[src/rtl/vga_pkg.sv]
// Shared VGA definitions: 640x480@60 timing constants, the 12-bit colour type,
// renderer states and colour modes. Imported by the pattern renderer and its
// frame-rate controller.
package vga_pkg;

  // 640x480 @ 60 Hz timing, 25 MHz pixel clock
  localparam int H_ACTIVE = 640;
  localparam int H_FRONT  = 16;
  localparam int H_SYNC   = 96;
  localparam int H_BACK   = 48;
  localparam int V_ACTIVE = 480;
  localparam int V_FRONT  = 10;
  localparam int V_SYNC   = 2;
  localparam int V_BACK   = 33;

  typedef struct packed {
    logic [3:0] r;
    logic [3:0] g;
    logic [3:0] b;
  } rgb444_t;

  typedef enum logic [1:0] {
    IDLE = 2'd0,
    RUN  = 2'd1,
    HOLD = 2'd2
  } render_state_t;

  typedef enum logic [1:0] {
    MODE_GRAD_BAND = 2'd0,  // gradient shown only inside the band
    MODE_WHITE     = 2'd1,  // white band on black
    MODE_GRAD_INV  = 2'd2,  // full gradient, band inverted
    MODE_SOLID     = 2'd3   // solid colour band on black
  } colour_mode_t;

endpackage

[src/rtl/frame_offset_ctrl.sv]
// Frame-rate controller for the line pattern renderer.
// Detects the start of vertical sync (registered vs 1->0), and only on that
// event updates the run/hold/idle state, latches the colour mode and advances
// the scrolling band offset (modulo WRAP).
// Ports:
//   clk, rst          pixel clock, synchronous active-high reset
//   vs_in             vertical sync from timing stage, active-low
//   enable, freeze    control, sampled at the frame event
//   mode              colour mode, sampled at the frame event
//   state             current render state
//   mode_q            colour mode in force for this frame
//   offset            band offset, 0..WRAP-1 (11 bits, top bit always 0)
module frame_offset_ctrl
  import vga_pkg::*;
#(
  parameter int WRAP = 640,
  parameter int STEP = 1
) (
  input  logic          clk,
  input  logic          rst,
  input  logic          vs_in,
  input  logic          enable,
  input  logic          freeze,
  input  logic [1:0]    mode,
  output render_state_t state,
  output colour_mode_t  mode_q,
  output logic [10:0]   offset
);

  logic          vs_prev_reg;
  logic          frame_evt;
  logic [10:0]   offset_reg;
  logic [10:0]   sum;
  logic [10:0]   offset_next;
  render_state_t state_reg;
  colour_mode_t  mode_reg;

  // One-cycle pulse on the falling edge of vsync
  assign frame_evt = vs_prev_reg & ~vs_in;

  // offset < WRAP and STEP < WRAP, so a single subtraction always wraps
  always_comb begin
    sum         = offset_reg + 11'(STEP);
    offset_next = (sum >= 11'(WRAP)) ? (sum - 11'(WRAP)) : sum;
  end

  always_ff @(posedge clk) begin
    if (rst) begin
      vs_prev_reg <= 1'b1;
      state_reg   <= IDLE;
      offset_reg  <= '0;
      mode_reg    <= MODE_GRAD_BAND;
    end else begin
      vs_prev_reg <= vs_in;
      if (frame_evt) begin
        mode_reg <= colour_mode_t'(mode);
        if (!enable) begin
          state_reg  <= IDLE;
          offset_reg <= '0;
        end else if (freeze) begin
          state_reg <= HOLD;
        end else begin
          // entering or staying in RUN advances the band on this same edge
          state_reg  <= RUN;
          offset_reg <= offset_next;
        end
      end
    end
  end

  assign state  = state_reg;
  assign mode_q = mode_reg;
  assign offset = offset_reg;

endmodule

[src/rtl/line_pattern_renderer.sv]
// Pixel source between the VGA timing counter and the VGA pins. Draws a
// diagonal band THICK pixels wide that scrolls STEP pixels per frame, in one of
// four colour modes. Two-stage pipeline: stage 1 registers the timing inputs,
// stage 2 registers the colour; syncs travel through the same two stages.
// Ports:
//   clk, rst                    pixel clock, synchronous active-high reset
//   pix_x, pix_y                current pixel coordinates
//   de_in                       active-area flag
//   hs_in, vs_in                syncs from timing, active-low
//   enable, freeze, mode        control, applied at the next frame start
//   VGA_R, VGA_G, VGA_B         pixel colour, 4 bits each
//   VGA_HS_O, VGA_VS_O          syncs aligned with colour, active-low
module line_pattern_renderer #(
  parameter int          H_ACTIVE  = 640,
  parameter int          THICK     = 4,
  parameter int          STEP      = 1,
  parameter logic [11:0] SOLID_RGB = 12'hF80
) (
  input  logic       clk,
  input  logic       rst,
  input  logic [9:0] pix_x,
  input  logic [9:0] pix_y,
  input  logic       de_in,
  input  logic       hs_in,
  input  logic       vs_in,
  input  logic       enable,
  input  logic       freeze,
  input  logic [1:0] mode,
  output logic [3:0] VGA_R,
  output logic [3:0] VGA_G,
  output logic [3:0] VGA_B,
  output logic       VGA_HS_O,
  output logic       VGA_VS_O
);
  import vga_pkg::*;

  render_state_t state;
  colour_mode_t  mode_q;
  logic [10:0]   offset;

  frame_offset_ctrl #(
    .WRAP (H_ACTIVE),
    .STEP (STEP)
  ) u_ctrl (
    .clk    (clk),
    .rst    (rst),
    .vs_in  (vs_in),
    .enable (enable),
    .freeze (freeze),
    .mode   (mode),
    .state  (state),
    .mode_q (mode_q),
    .offset (offset)
  );

  // Stage 1: register timing inputs
  logic [9:0] x_s1_reg, y_s1_reg;
  logic       de_s1_reg, hs_s1_reg, vs_s1_reg;

  always_ff @(posedge clk) begin
    if (rst) begin
      x_s1_reg  <= '0;
      y_s1_reg  <= '0;
      de_s1_reg <= 1'b0;
      hs_s1_reg <= 1'b1;
      vs_s1_reg <= 1'b1;
    end else begin
      x_s1_reg  <= pix_x;
      y_s1_reg  <= pix_y;
      de_s1_reg <= de_in;
      hs_s1_reg <= hs_in;
      vs_s1_reg <= vs_in;
    end
  end

  // Band membership and colour selection from stage-1 values
  logic [10:0] base;
  logic [10:0] band_end;
  logic        hit;
  rgb444_t     grad;
  rgb444_t     colour_next;

  always_comb begin
    // Rows whose base reaches H_ACTIVE have no visible band
    base     = {1'b0, y_s1_reg} + offset;
    band_end = base + 11'(THICK);
    hit      = ({1'b0, x_s1_reg} >= base) && ({1'b0, x_s1_reg} < band_end);

    grad.r = {x_s1_reg[6:5], y_s1_reg[5:4]};
    grad.g = {x_s1_reg[5:4], y_s1_reg[6:5]};
    grad.b = y_s1_reg[7:4];

    colour_next = '0;
    if (de_s1_reg && (state != IDLE)) begin
      case (mode_q)
        MODE_GRAD_BAND: colour_next = hit ? grad : '0;
        MODE_WHITE:     colour_next = hit ? 12'hFFF : 12'h000;
        MODE_GRAD_INV:  colour_next = hit ? ~grad : grad;
        MODE_SOLID:     colour_next = hit ? SOLID_RGB : 12'h000;
        default:        colour_next = '0;
      endcase
    end
  end

  // Stage 2: register colour and delayed syncs
  rgb444_t rgb_s2_reg;
  logic    hs_s2_reg, vs_s2_reg;

  always_ff @(posedge clk) begin
    if (rst) begin
      rgb_s2_reg <= '0;
      hs_s2_reg  <= 1'b1;
      vs_s2_reg  <= 1'b1;
    end else begin
      rgb_s2_reg <= colour_next;
      hs_s2_reg  <= hs_s1_reg;
      vs_s2_reg  <= vs_s1_reg;
    end
  end

  assign VGA_R    = rgb_s2_reg.r;
  assign VGA_G    = rgb_s2_reg.g;
  assign VGA_B    = rgb_s2_reg.b;
  assign VGA_HS_O = hs_s2_reg;
  assign VGA_VS_O = vs_s2_reg;

endmodule
[config.mk]
export PLATFORM = sky130hd
export DESIGN_NAME = line_pattern_renderer
export DESIGN_NICKNAME = d
export VERILOG_FILES = /design/src/rtl/vga_pkg.sv /design/src/rtl/frame_offset_ctrl.sv /design/src/rtl/line_pattern_renderer.sv
export SDC_FILE = /design/constraint.sdc
export NUM_CORES = 1
export LEC_CHECK = 0
export ABC_AREA = 1
export CORE_ASPECT_RATIO = 1.25
export CORE_MARGIN = 4
export CORE_UTILIZATION = 40
export CTS_BUF_LIST = sky130_fd_sc_hd__clkbuf_16
export DETAILED_ROUTE_END_ITERATION = 10
export PLACE_DENSITY = 0.62
export SLEW_MARGIN = 0
export SYNTH_ARGS = -nofsm -noshare
export SYNTH_HDL_FRONTEND = slang
export SYNTH_SLANG_ARGS = --single-unit
[constraint.sdc]
create_clock -name clk -period 3.6 [get_ports clk]
set_clock_uncertainty 0.05 [all_clocks]
set_input_delay 0.36 -clock clk [delete_from_list [all_inputs] [get_ports clk]]
set_output_delay 0.36 -clock clk [all_outputs]
set_load 0.03 [all_outputs]
==> key figures <==
Timing
  • Setup TNS: -0.3666 ns
  • Hold Vio Cnt, Final: 0
  • Pins Over Slew Limit: 0
  • Worst-margin pin slew: between 0.8 and 0.9 ns
  • Final period util: 101.4%
  • Tmin final: 3.650 ns
  • Unrepaired setup endpoints after global routing: true
  • Final setup vio count: 9
  • Fmax achieved: 274.0 MHz
  • Slew margin rel.: 44.60%
  • Setup ws final: -0.04977 ns

Routing
  • Length of the first detailed-routing pass in iterations: 6
  • WL per Instance: 12.08 µm
  • Final ANT Viol Nets: 0
  • Routed vias/inst: 4.845
  • Detailed route wirelength on metal2: 3668 µm
  • DRC violation count after routing: 0
  • Met3 routed WL: 201 µm
  • Vias post-DR: around 2800
  • DRT met1 WL: 2910 µm
  • DRT iter0 DRCs: 92
  • DR top layer: met4
  • Final Routed Wirelength: 6957 µm

Power and ir drop
  • Total power: 1.288 mW
  • P per Cell Area: between 300 and 400 nW/µm²
  • Sequential power share: 44.7%
  • NetSw: 0.3563 mW
  • Peak VDD IR: 220.8 µV
  • Combinational power share: 17.8%
  • Leakage power total: between 1.5 and 2 nW
  • Net Sw Frac: 27.67%
  • Internal power: 0.9316 mW
  • Clk pwr share: a little under two fifths

Place
  • PortBufs: 42
  • Place WS: -0.04441 ns
  • Placed instance count: 563
  • Area post-placement: 3752 µm²
  • Detailed placer's ending HPWL: between 5000 and 6000 µm
  • RD Place Congestion: roughly 0.8

Global route
  • GRT Overall Usage: between 10% and 20%
  • GR Overflow Total: 0
  • Largest net degree at the start of global routing: 18
  • Initial antenna violation count: 0
  • Vias in the first global route: 2769
  • First-pass GRT wire length: 11760 µm

Flow run
  • Max Cap Viol: 0

Floorplan
  • Die W: just under 90 µm
  • Die H: approximately 110 µm
  • Die ar.: 9369 µm²
  • Starting density of the core: 41.83%
  • Ports: 43
  • Core area: 7532 µm²
  • Std-Cell Rows: 35

Synthesis
  • Post-synth top area share: a little under a third
  • Cell taking the most area after synthesis: dfxtp_1
  • Cell count after synthesis: 426
  • Dominant synthesized flop cell: dfxtp_1
  • Post-Syn Area: 3151 µm²
  • Synth area leaders: dfxtp_1 31%, ha_1 15%, inv_1 9.8%
  • FFs w/ async S/R, synth: 0%
  • Flops & latches, synth: 49
  • Avg Cell Area, Syn: 7.396 µm²
  • Number of synthesis warnings: 0
  • Sequential area share after synthesis: 31.14%
  • Synth Net Count: 495
  • Number of flops mapped to enable cells by yosys: 0
  • Yosys cell types: 37

Layout
  • Total Nets Final: 552
  • Layout cells sized above 1: 16.32%
  • Most frequent cells in the layout: 80 x inv_1, 72 x nand2_1, 46 x dfxtp_1, 43 x nor2_1, 42 x clkdlybuf4s50_1
  • Commonest non-fill, non-tap cell in the layout: inv_1
  • Largest register FFs: 11
  • Final cell count without fillers: 576
  • Diode count: 0
  • Post-Layout Inst Area: 4075 µm²
  • Fillers: 724
  • Layout area overhead: 29.35%

Setup path
  • Setup crit end kind: register
  • Critical path class: register to register
  • CP delay by family, top: adder cells
  • Most used cell, CP: nand2_1
  • Worst path bufs/invs: 2
  • Worst Path Arrival: around 3.7 ns
  • Slowest cell delay on critical path: roughly 0.42 ns
  • CP max stage cell: fa_2
  • Crit path cell chain: ha_4, fa_2, xor2_2, ha_2, nand3_2, nor2_4, xor2_1, ha_1, nand2_1, inv_1, nand3_2, a21oi_2, nor2_1, o21ai_1, nand2_1, nand2_1, nand2_2, and3_4, ha_4, a22o_1, inv_2, a21oi_1
  • Crit path launch type: register
  • Critical Path RT: between 3 and 4 ns
  • CP max FO: 7

Run status
  • Status: finished, violations left
  • Failing checks: negative setup slack

Min path
  • Worst Hold Class: register to register

Clocking
  • H-tree depth: 2
  • TritonCTS buffer count: 5
  • Max clock buf depth: 2
  • CTS clk-pin slew, worst paths: 0.07 ns
  • CTS Hold Bufs: 0
  • CTS tree: yes
  • Root buf cell: clkbuf_16
  • Clock latency on the worst-skew pair: around 0.29 ns
  • Clock sink total: roughly 50
## metal layers
metal	up-vias	global-route usage (%)
met2	37	28.66
met4	0	6.140
met3	9	2.537
met5	-	0
met1	1273	17.55
li1	1472	-
## metrics by stage
step	util [%]	hold WS [ns]
after floorplan	-	0.3395
after global placement	49.82	0.3444
after detailed placement	49.82	0.3463
after CTS	52.04	0.3662
after global routing	54.10	0.3753
final	54.10	0.3636
## final cells by class
cell class,instances,area (µm²),area share [%]
Multi-Input combinational cell,285,1976,48.48
Clock inverter,3,26.28,0.6448
Clock buffer,5,125.1,3.070
Sequential cell,49,984.7,24.16
Tap cell,92,115.1,2.825
Inverter,86,322.8,7.921
Timing Repair Buffer,56,525.5,12.90
## power by group through the flow
stage               clock (mW)  combinational (mW)  sequential [mW]
floorplan                    0               0.132            0.586
CTS                      0.500               0.212            0.574
global route             0.526               0.264            0.578
finish                   0.483               0.229            0.576
detailed placement           0               0.209            0.586
global placement             0               0.202            0.586
## cells by family after synthesis
group	after synthesis	share of synthesized area [%]
and+or+nand+nor	175	26.57
adders and majority gates	40	16.12
xor gates and xnor gates	14	3.892
DFF	49	31.14
buffers and inverters	92	11.32
AOI/OAI and AO/OA	56	10.96
## what timing repair did
| item | CTS | global route |
|---|---|---|
| gates resized for setup | 2 | 19 |
| buffers inserted | 2 | 3 |
| pin swaps | 2 | 23 |
| setup endpoints to repair | 9 | 9 |
## worst reg2reg max path, stage by stage, from the launching register on
cell and delay (ns):
dfxtp_2 0.34, ha_4 0.16, fa_2 0.42, xor2_2 0.20
ha_2 0.21, nand3_2 0.09, nor2_4 0.13, xor2_1 0.16
ha_1 0.27, nand2_1 0.08, inv_1 0.05, nand3_2 0.06
a21oi_2 0.03, nor2_1 0.11, o21ai_1 0.09, nand2_1 0.07
nand2_1 0.06, nand2_2 0.06, and3_4 0.33, ha_4 0.24
a22o_1 0.18, inv_2 0.06, a21oi_1 0.06
## worst paths after layout
| kind | start | end | slack, ns | cells past startpoint |
|---|---|---|---|---|
| worst max-delay path | u_ctrl.offset[0]$_SDFFE_PP0P_ | VGA_G[0]$_SDFF_PP0_ | -0.05 | 22 |
| worst min-delay path | hs_s1_reg$_SDFF_PP1_ | VGA_HS_O$_SDFF_PP1_ | 0.36 | 1 |
| worst max register to register | u_ctrl.offset[0]$_SDFFE_PP0P_ | VGA_G[0]$_SDFF_PP0_ | -0.05 | 22 |
| worst min register to register | hs_s1_reg$_SDFF_PP1_ | VGA_HS_O$_SDFF_PP1_ | 0.36 | 1 |
## synth_stat cells, drive strengths merged, types with 4 or more instances
cell type	count
inv	86
nand2	80
dfxtp	49
nor2	48
ha	39
nand3	28
a21oi	27
o21ai	12
xor2	12
nand4	10
a22o	8
nor3	4
Note: power is estimated with default switching activity, not from simulation.
